==> config.mk <==
export PLATFORM = sky130hd
export DESIGN_NAME = ahbl_sram_ctrl
export DESIGN_NICKNAME = d
export VERILOG_FILES = /design/src/rtl/ahbl_sram_ctrl.sv
export SDC_FILE = /design/constraint.sdc
export NUM_CORES = 1
export LEC_CHECK = 0
export BUFFER_PORTS_ARGS = -buffer_cell sky130_fd_sc_hd__buf_2
export CAP_MARGIN = 10
export CORE_ASPECT_RATIO = 2
export CORE_MARGIN = 4
export CORE_UTILIZATION = 30
export CTS_CLUSTER_SIZE = 14
export DETAILED_ROUTE_END_ITERATION = 12
export REMOVE_ABC_BUFFERS = 1
export SLEW_MARGIN = 5
export SYNTH_ARGS = -nofsm -noshare
export SYNTH_HDL_FRONTEND = slang
export SYNTH_SLANG_ARGS = --single-unit
==> constraint.sdc <==
create_clock -name clk -period 1.7 [get_ports clk]
set_input_delay 0.17 -clock clk [delete_from_list [all_inputs] [get_ports clk]]
set_output_delay 0.17 -clock clk [all_outputs]
set_load 0.05 [all_outputs]
==> src/rtl/ahbl_sram_ctrl.sv <==
// AHB-Lite subordinate for a synchronous active-low SRAM: zero-wait reads, posted one-entry writes.
// Optional misaligned-access error response: define AHBL_SRAM_CTRL_ERR_UNALIGNED_EN.
module ahbl_sram_ctrl #(
    parameter int unsigned W_ADDR = 32,
    parameter int unsigned DEPTH  = 512,
    localparam int unsigned AW    = $clog2(DEPTH)
) (
    input  logic              clk,
    input  logic              rst_n,
    input  logic              ahbls_hready,
    output logic              ahbls_hready_resp,
    output logic              ahbls_hresp,
    input  logic [W_ADDR-1:0] ahbls_haddr,
    input  logic              ahbls_hwrite,
    input  logic [1:0]        ahbls_htrans,
    input  logic [2:0]        ahbls_hsize,
    input  logic [31:0]       ahbls_hwdata,
    output logic [31:0]       ahbls_hrdata,
    output logic              sram_cs_n,
    output logic              sram_we_n,
    output logic [3:0]        sram_be_n,
    output logic [AW-1:0]     sram_addr,
    output logic [31:0]       sram_wdata,
    input  logic [31:0]       sram_rdata
);

    logic          aph;
    logic          aph_rd;
    logic          aph_wr;
    logic          misaligned;
    logic [AW-1:0] aph_addr;
    logic [3:0]    aph_mask;

    // Data-phase tracking
    logic          wdph_q, wdph_d;
    logic          rdph_q, rdph_d;
    logic [AW-1:0] wdph_addr_q;
    logic [3:0]    wdph_mask_q;
    logic [AW-1:0] rdph_addr_q;

    // One-entry write buffer
    logic          wbuf_valid_q, wbuf_valid_d;
    logic [AW-1:0] wbuf_addr_q;
    logic [3:0]    wbuf_mask_q;
    logic [31:0]   wbuf_data_q;
    logic          wbuf_load;
    logic          wbuf_retire;
    logic          rd_hit;

    // Upper address bits alias; htrans[0] (SEQ vs NONSEQ) does not matter here.
    logic unused_bits;
    assign unused_bits = ^{ahbls_haddr[W_ADDR-1:AW+2], ahbls_htrans[0]};

    assign aph      = ahbls_hready & ahbls_htrans[1];
    assign aph_addr = ahbls_haddr[2 +: AW];

    always_comb begin
        unique case (ahbls_hsize)
            3'd0:    aph_mask = 4'b0001 << ahbls_haddr[1:0];
            3'd1:    aph_mask = ahbls_haddr[1] ? 4'b1100 : 4'b0011;
            default: aph_mask = 4'b1111;
        endcase
    end

`ifdef AHBL_SRAM_CTRL_ERR_UNALIGNED_EN
    typedef enum logic [1:0] {StIdle, StErr1, StErr2} err_state_e;

    err_state_e err_q, err_d;

    assign misaligned = ((ahbls_hsize == 3'd1) & ahbls_haddr[0])
                      | ((ahbls_hsize == 3'd2) & (|ahbls_haddr[1:0]))
                      | (ahbls_hsize > 3'd2);

    // ERR2 accepts a new address phase, which may itself start another error.
    always_comb begin
        err_d = err_q;
        unique case (err_q)
            StErr1:  err_d = StErr2;
            default: err_d = (aph & misaligned) ? StErr1 : StIdle;
        endcase
    end

    always_ff @(posedge clk or negedge rst_n) begin
        if (!rst_n) begin
            err_q <= StIdle;
        end else begin
            err_q <= err_d;
        end
    end

    assign ahbls_hready_resp = (err_q != StErr1);
    assign ahbls_hresp       = (err_q != StIdle);
`else
    assign misaligned        = 1'b0;
    assign ahbls_hready_resp = 1'b1;
    assign ahbls_hresp       = 1'b0;
`endif

    assign aph_rd = aph & ~ahbls_hwrite & ~misaligned;
    assign aph_wr = aph &  ahbls_hwrite & ~misaligned;

    // SRAM arbitration: a read address phase always wins over the buffered write.
    always_comb begin
        sram_cs_n = 1'b1;
        sram_we_n = 1'b1;
        sram_be_n = ~wbuf_mask_q;
        sram_addr = wbuf_addr_q;
        if (aph_rd) begin
            sram_cs_n = 1'b0;
            sram_be_n = 4'b0000;
            sram_addr = aph_addr;
        end else if (wbuf_valid_q) begin
            sram_cs_n = 1'b0;
            sram_we_n = 1'b0;
        end
    end

    assign sram_wdata  = wbuf_data_q;
    assign wbuf_retire = wbuf_valid_q & ~aph_rd;
    assign wbuf_load   = wdph_q & ahbls_hready;

    always_comb begin
        wdph_d = wdph_q;
        rdph_d = rdph_q;
        if (ahbls_hready) begin
            wdph_d = aph_wr;
            rdph_d = aph_rd;
        end
        // A load and a retire on the same edge: old entry goes to SRAM, new one takes its place.
        wbuf_valid_d = wbuf_valid_q;
        if (wbuf_load) begin
            wbuf_valid_d = 1'b1;
        end else if (wbuf_retire) begin
            wbuf_valid_d = 1'b0;
        end
    end

    always_ff @(posedge clk or negedge rst_n) begin
        if (!rst_n) begin
            wdph_q       <= 1'b0;
            rdph_q       <= 1'b0;
            wbuf_valid_q <= 1'b0;
            wdph_addr_q  <= '0;
            wdph_mask_q  <= '0;
            rdph_addr_q  <= '0;
            wbuf_addr_q  <= '0;
            wbuf_mask_q  <= '0;
            wbuf_data_q  <= '0;
        end else begin
            wdph_q       <= wdph_d;
            rdph_q       <= rdph_d;
            wbuf_valid_q <= wbuf_valid_d;
            if (aph_wr) begin
                wdph_addr_q <= aph_addr;
                wdph_mask_q <= aph_mask;
            end
            if (aph_rd) begin
                rdph_addr_q <= aph_addr;
            end
            if (wbuf_load) begin
                wbuf_addr_q <= wdph_addr_q;
                wbuf_mask_q <= wdph_mask_q;
                wbuf_data_q <= ahbls_hwdata;
            end
        end
    end

    // Bytewise merge so a read never sees data older than the buffered write.
    assign rd_hit = rdph_q & wbuf_valid_q & (wbuf_addr_q == rdph_addr_q);

    always_comb begin
        for (int i = 0; i < 4; i++) begin
            ahbls_hrdata[8*i +: 8] = (rd_hit & wbuf_mask_q[i]) ? wbuf_data_q[8*i +: 8]
                                                               : sram_rdata[8*i +: 8];
        end
    end

endmodule
==> results of run 1 <==
## routing by layer
layer / GRT usage / up-vias / part of all wire
met1: 0.1474 / 1332 / 0.34
li1: - / 1307 / -
met2: 0.2798 / 92 / 0.57
met3: 0.02607 / 19 / 0.050
met4: 0.08796 / 0 / 0.035
met5: 0 / - / 0
## per-stage QoR
stage | TNS (ns) | setup WS [ns] | instances
floorplan | -16.64 | -0.2704 | 269
global route | -21.19 | -0.6798 | 605
CTS | -19.22 | -0.6153 | 605
finish | -19.45 | -0.6287 | 605
global placement | -10.12 | -0.3481 | 587
detailed placement | -9.669 | -0.3584 | 587
## power groups by stage
stage	Sequential [mW]	Combinational (mW)	Clock [mW]
floorplan	2.99	1.08	0
global placement	2.32	2.57	0
detailed placement	2.35	2.59	0
CTS	2.33	2.69	2.13
global route	2.38	2.82	2.21
finish	2.33	2.68	2.09
## cells by family (layout without fill, tap and decap cells)
family	after synthesis	count (layout)	share of synthesized area
compound gates	9	9	0.01539
xor+xnor	9	9	0.02424
buf+inv	13	201	0.01731
flops	70	70	0.5387
mux	77	77	0.2666
other cells	2	2	0.002309
simple gates	100	100	0.1354
## worst max-delay path, cell delays in order, from the launching register on
cell     delay (ns)
dfrtp_1        0.41
xor2_1         0.17
nor4_2         0.30
buf_4          0.23
nand4_4        0.09
buf_12         0.16
mux2_4         0.31
buf_8          0.15
## registers in the layout, indices dropped and copies added, names as in the netlist
signal	cells
wdph_mask_q	4
wbuf_valid_q	1
rdph_addr_q	9
wdph_addr_q	9
rdph_q	1
wbuf_addr_q	9
sram_wdata	32
wdph_q	1
wbuf_mask_q	4
## cell type report
class | instances | area [µm²]
repair buffers | 183 | 1259
inverters | 2 | 7.507
well taps | 137 | 171.4
clock inverters | 3 | 65.06
clock buffers | 13 | 270.3
fillers | 961 | 5515
flip-flops and latches | 70 | 1752
multi-input cells | 197 | 1504
## final timing paths
kind	cells after the start	start	to
setup / recovery	7	wbuf_addr_q[2]	ahbls_hrdata[19]
hold / removal	3	ahbls_haddr[7]	wdph_addr_q[5]
setup reg to reg	3	wdph_q	sram_wdata[16]
hold reg to reg	2	wdph_addr_q[1]	wdph_addr_q[1]
max in group asynchronous	3	rst_n	sram_wdata[19]
min in group asynchronous	3	rst_n	sram_wdata[8]
## placed cells by master, fill, tap and decap left out, types with 4 or more instances in the layout
master,synthesis,routed
buf_6,0,28
mux2_2,77,71
buf_4,2,19
nor2_1,10,10
mux2_4,0,6
xor2_1,9,9
nand2_1,78,77
o21ai_0,4,4
buf_12,0,7
buf_2,0,127
clkbuf_16,0,9
dfrtp_1,70,70
nand4_4,0,4
## timing repair
action                                  in CTS  in global routing
pin swaps                                    2                  2
hold buffers                                 1                  0
endpoints found under the hold margin       70                  0
gates resized for setup                     60                 12
setup buffers                                1                  0
endpoints found under the setup margin      32                 32
==> results.cfg, run 1 <==
[place]
dp_hpwl_um = 6811
place.gp.congestion = 0.7664
place_area_um2 = 4425
portBuffers = 161

[detailed_routing]
ant_nets = 0
first_iter_violations = 55
num_vias = 2750
drc = 0
firstDrtPassIters = 4
routedWlPerCell_um = 15.72
via_per_inst = 4.545
wl_um = 9508

[synthesis]
synth_top_area_frac = 0.5387
async_reset_ff_frac = 1.000
yosysTopAreaCell = dfrtp_1
synthTopCellsByCount = nand2_1 (78), mux2_2 (77), dfrtp_1 (70)
yosys_warnings = 0
post-synth-top-count-cell = nand2_1
syn_avg_cell_area_um2 = 11.61
yosysSeqAreaShare = 0.5387
synth-seq-cells = 70
netlist_area_um2 = 3252
yosysUniqueCellTypes = 21
synth-edff-count = 0
synth.area.top_cells = dfrtp_1 (54%), mux2_2 (27%), nand2_1 (9.0%)
synth_flop_cell = dfrtp_1
syn_inst = 280

[finish]
final_util = 0.4769
final_nets = 568
diodes = 0
syn_to_final_growth_pct = 54.64
drive_gt1_frac = 0.6026
finalInstanceArea_um2 = 5029

[floorplanning]
num_io_pins = 186
core_um2 = 10540
rows = 53
die_h_um = 155.2
dieWidth_um = 81.62
die-area_um2 = 12670
start_util = 0.3084

[critical_path]
r2r_slack_ns = 0.45
cp.arrival_ns = 2.16
crit_type = reg2out
cp_max_fo = 8
setup.worst_path.end_class = output port
crit_required_ns = 1.53
start_kind = register

[sta]
period_minus_slack_ns = 2.329
rsz0062_at_grt = true
hold_slack_ns = 0.04569
max_slew_margin = 0.6141
hold_viol = 0
fmax_mhz = 429.4
report.final.slew_viol_count = 0
tightestPinTransition_ns = 0.5788
setup_violations = 32
fin_crit_sh = 1.370
fin_ws_ns = -0.6287
finClkSkew_ns = 0.003386

[cts]
cts.sinks = 70
clk_latency_ns = 0.33
clk_path_buf_depth = 2
cts_buffers = 9
clk_pin_slew_worst_paths_ns = 0.05
cts_tree = done
cts_root_buf = clkbuf_16
h-tree-depth = 3

[pwr]
ir_drop_mv = 0.5936
total_power_mw = 7.097
comb_power_share = 0.378
leakage_nw = 2.577
p_sw_mw = 2.760
p_int_mw = 4.337
p_seq_frac = 0.328
power_density_nw_per_um2 = 1411
p_sw_frac = 0.3889
p_clk_frac = 0.294

[global_route]
grt_use_total = 0.1500
grt_pass1_wl_um = 14270
grt_pass1_vias = 2972
grt_max_degree = 71
antenna_found_initial = 0
overflow = 0

[run_status]
violations = negative setup slack
outcome = finished with violations

[job]
cap_violations = 0

[hold_path]
min_path_type = in2reg
Power figures use the tool's default switching activity.
==> run 2, diff against run 1 <==
--- a/config.mk
+++ b/config.mk
@@ -6,13 +6,12 @@
 export NUM_CORES = 1
 export LEC_CHECK = 0
 export BUFFER_PORTS_ARGS = -buffer_cell sky130_fd_sc_hd__buf_2
-export CAP_MARGIN = 10
 export CORE_ASPECT_RATIO = 2
 export CORE_MARGIN = 4
 export CORE_UTILIZATION = 30
+export CTS_CLUSTER_DIAMETER = 150
 export CTS_CLUSTER_SIZE = 14
 export DETAILED_ROUTE_END_ITERATION = 12
-export REMOVE_ABC_BUFFERS = 1
 export SLEW_MARGIN = 5
 export SYNTH_ARGS = -nofsm -noshare
 export SYNTH_HDL_FRONTEND = slang
==> results.cfg, run 2 (synthesis gave the netlist of run 1 again) <==
[critical_path]
crit_required_ns = 1.53
cp-startpoint = rdph_addr_q[3]
r2r_slack_ns = 0.46
cp.arrival_ns = 2.07
crit_path_end = ahbls_hrdata[21]
crit_type = reg2out
rr_endpoint = wbuf_addr_q[3]
start_kind = register
cp_max_fo = 8
worst-r2r-cell-count = 3
setup.worst_path.end_class = output port
r2r-start = wdph_q

[cts]
clk_latency_ns = 0.32
h-tree-depth = 3
clk_pin_slew_worst_paths_ns = 0.05
cts_tree = done
cts_root_buf = clkbuf_16
cts.sinks = 70
clk_path_buf_depth = 2
cts_buffers = 9

[pwr]
ir_drop_mv = 0.6659
leakage_nw = 2.588
power_density_nw_per_um2 = 1404
total_power_mw = 7.116

[finish]
fin_cells = 607
fillerInstances = 963
mostFrequentLayoutCells = buf_2 (125), nand2_1 (77), mux2_2 (76)
diodes = 0
syn_to_final_growth_pct = 55.83
drive_gt1_frac = 0.6064
final_util = 0.4806
largest_register_ff_count = 32
final_common_cell = buf_2
finalInstanceArea_um2 = 5067
final_nets = 570

[sta]
setup-tns-final_ns = -16.41
setup_violations = 32
hold_viol = 0
fmax_mhz = 446.2
period_minus_slack_ns = 2.241
rsz0062_at_grt = true
tightestPinTransition_ns = 0.5122
hold_slack_ns = 0.05259
max_slew_margin = 0.6585
finClkSkew_ns = 0.003757
fin_crit_sh = 1.318
report.final.slew_viol_count = 0
fin_ws_ns = -0.5410

[detailed_routing]
via_per_inst = 4.412
num_vias = 2678
routedWlPerCell_um = 14.83
ant_nets = 0
first_iter_violations = 79
wl_um = 9004
drc = 0
firstDrtPassIters = 4

[global_route]
antenna_found_initial = 0
overflow = 0
grt_max_degree = 41
grt_pass1_vias = 2807
grt_pass1_wl_um = 13720
grt_use_total = 0.1435

[synthesis]
syn-num-nets = 385

[floorplanning]
dieWidth_um = 81.62
num_io_pins = 186
start_util = 0.3084
core_um2 = 10540
rows = 53
die-area_um2 = 12670
die_h_um = 155.2

[place]
place_ws_ns = -0.2946
post-place-cells = 590
place.gp.congestion = 0.7638
dp_hpwl_um = 6895
place_area_um2 = 4471
portBuffers = 161

[hold_path]
min_path_type = in2reg
hold_start = ahbls_haddr[9]

[run_status]
violations = negative setup slack
outcome = finished with violations

[job]
cap_violations = 0
-- run 2: cell types whose count changed in the layout (fill, tap and decap cells not counted), sizes merged --
cell	delta
buf	+2
-- run 2: report_power, final --
part	internal [mW]	total (mW)	leakage, nW	switching [mW]
Sequential	2.05	2.33	0.833	0.278
Clock	1.40	2.05	0.166	0.653
Combinational	0.936	2.74	1.59	1.80
-- run 2: cell type report --
cell class	count	area, µm²	area share
flip-flops and latches	70	1752	0.3457
inverters	2	7.507	0.001481
repair buffers	185	1309	0.2583
multi-input cells	197	1493	0.2946
well taps	137	171.4	0.03383
clock buffers	13	270.3	0.05333
clock inverters	3	65.06	0.01284
-- run 2: layer usage --
metal / global-route usage / wire (µm) / vias to the layer above
met5: 0 / 0 / -
met4: 0.07369 / 265 / 0
met3: 0.02028 / 428 / 17
met2: 0.2716 / 5176 / 82
met1: 0.1452 / 3133 / 1265
li1: - / - / 1314
-- run 2: worst min path at each step --
stage,to,slack (ns),cells after the start
2_1_floorplan,rdph_addr_q[0],-0.13,0
3_3_place_gp,sram_wdata[0],0.13,1
3_5_place_dp,sram_wdata[0],0.13,1
4_1_cts,wdph_addr_q[6],0.04,3
5_1_grt,wdph_addr_q[7],0.06,3
6_report,wdph_addr_q[7],0.05,3
-- run 2: critical path: stages (launching register included) --
cell and delay, ns:
dfrtp_1 0.39, xor2_1 0.18, buf_4 0.15, nor4_4 0.14, buf_6 0.17, nand4_4 0.11, buf_12 0.16, mux2_4 0.31
buf_8 0.15
-- run 2: repair_timing --
action,CTS,global route
pin swaps,2,0
setup buffers,0,0
resized for setup,73,1
endpoints found under the setup margin,32,32
endpoints found under the hold margin,30,0
hold buffers,1,0
gates cloned,0,0
==> run 3, diff against run 2 <==
--- a/config.mk
+++ b/config.mk
@@ -7,11 +7,12 @@
 export LEC_CHECK = 0
 export BUFFER_PORTS_ARGS = -buffer_cell sky130_fd_sc_hd__buf_2
 export CORE_ASPECT_RATIO = 2
-export CORE_MARGIN = 4
+export CORE_MARGIN = 2
 export CORE_UTILIZATION = 30
 export CTS_CLUSTER_DIAMETER = 150
 export CTS_CLUSTER_SIZE = 14
 export DETAILED_ROUTE_END_ITERATION = 12
+export MAX_ROUTING_LAYER = met4
 export SLEW_MARGIN = 5
 export SYNTH_ARGS = -nofsm -noshare
 export SYNTH_HDL_FRONTEND = slang
==> results.cfg, run 3 (synthesis gave the netlist of run 1 again) <==
[run_status]
outcome = finished with violations
violations = negative setup slack

[detailed_routing]
first_iter_violations = 77
via_per_inst = 4.509
firstDrtPassIters = 4
ant_nets = 0
routedWlPerCell_um = 14.62
wl_um = 8876
drc = 0
num_vias = 2737

[cts]
h-tree-depth = 3
cts_buffers = 9
cts_tree = done
cts_root_buf = clkbuf_16
clk_latency_ns = 0.33
clk_path_buf_depth = 2
cts.sinks = 70
clk_pin_slew_worst_paths_ns = 0.06

[pwr]
power_density_nw_per_um2 = 1383
leakage_nw = 2.540
total_power_mw = 6.919
p_sw_frac = 0.4007
p_seq_frac = 0.336
p_clk_frac = 0.269
p_sw_mw = 2.773
comb_power_share = 0.396
ir_drop_mv = 0.6330
p_int_mw = 4.147

[finish]
fin_cells = 607
final_nets = 570
finalInstanceArea_um2 = 5005
drive_gt1_frac = 0.6064
largest_register_ff_count = 32
syn_to_final_growth_pct = 53.91
final_common_cell = buf_2
diodes = 0
final_util = 0.4747
mostFrequentLayoutCells = buf_2 (125), nand2_1 (77), mux2_2 (76)

[critical_path]
cp_max_fo = 8
crit_path_end = ahbls_hrdata[3]
crit_type = reg2out
cp-startpoint = rdph_addr_q[2]
cp.arrival_ns = 2.10
start_kind = register
setup.worst_path.end_class = output port
r2r-start = wdph_q
rr_endpoint = sram_wdata[10]
r2r_slack_ns = 0.45
crit_required_ns = 1.53
worst-r2r-cell-count = 3

[floorplanning]
start_util = 0.3084
rows = 53
num_io_pins = 186
core_um2 = 10540
die_h_um = 151.2
die-area_um2 = 11740
dieWidth_um = 77.62

[place]
dp_hpwl_um = 6719
place_ws_ns = -0.3719
post-place-cells = 589
portBuffers = 161
place.gp.congestion = 0.8383
place_area_um2 = 4463

[sta]
report.final.slew_viol_count = 0
fmax_mhz = 440.6
period_minus_slack_ns = 2.270
finClkSkew_ns = 0.003767
hold_slack_ns = 0.04646
rsz0062_at_grt = true
fin_ws_ns = -0.5697
tightestPinTransition_ns = 0.5761
setup_violations = 32
hold_viol = 0
fin_crit_sh = 1.335
max_slew_margin = 0.6160
setup-tns-final_ns = -17.52

[global_route]
grt_pass1_vias = 2861
antenna_found_initial = 0
overflow = 0
grt_pass1_wl_um = 13850
grt_use_total = 0.1583
grt_max_degree = 41

[job]
cap_violations = 0

[synthesis]
syn-num-nets = 385

[hold_path]
min_path_type = in2reg
==> run 3: cell count changes in the layout (fill, tap and decap cells not counted), moves of 2 or more <==
cell      before  now
nand4_4        2    4
buf_8          2    0
clkinv_2       1    3
buf_4         16   24
buf_6         34   28
nand4_2        2    0
clkbuf_8       3    1
==> run 3: power by group through the flow <==
stage / registers, mW / clock network, mW / logic [mW]
after floorplan: 2.99 / 0 / 1.13
after global placement: 2.33 / 0 / 2.63
after detailed placement: 2.35 / 0 / 2.66
after CTS: 2.33 / 1.93 / 2.75
after global routing: 2.38 / 1.99 / 2.89
final: 2.32 / 1.86 / 2.74
==> run 3: layout make-up <==
class	instances	area (µm²)
repair buffers	185	1271
multi-input cells	197	1503
flip-flops and latches	70	1752
well taps	137	171.4
clock inverters	6	61.31
clock buffers	10	239.0
fillers	987	5539
inverters	2	7.507
==> run 3: critical path: stages, from the launching register on <==
cell,delay [ns]
dfrtp_1,0.38
xor2_1,0.18
nor4_4,0.30
buf_6,0.18
nand4_4,0.19
mux2_2,0.33
buf_4,0.19
==> run 3: timing repair <==
action	in CTS	in global routing
endpoints found under the setup margin	32	32
buffers inserted	0	1
gates resized for setup	65	0
endpoints found under the hold margin	30	0
pin swaps	2	1
hold buffers	1	0
==> run 3: worst min-delay path by stage <==
stage / from / to / slack [ns] / cells past startpoint
floorplan: rst_n / rdph_addr_q[0] / -0.13 / 0
global placement: rst_n / sram_wdata[1] / 0.14 / 1
detailed placement: rst_n / wbuf_addr_q[0] / 0.14 / 1
CTS: ahbls_haddr[9] / wdph_addr_q[7] / 0.03 / 3
global route: ahbls_haddr[7] / wdph_addr_q[5] / 0.05 / 3
finish: ahbls_haddr[9] / wdph_addr_q[7] / 0.05 / 3
==> run 3: layer usage <==
metal / share of wire / global-route usage / up-vias
li1: - / - / 1311
met1: 0.36 / 0.1534 / 1330
met4: 0.024 / 0.07857 / 0
met3: 0.033 / 0.02741 / 17
met2: 0.58 / 0.2970 / 79
met5: 0 / - / -
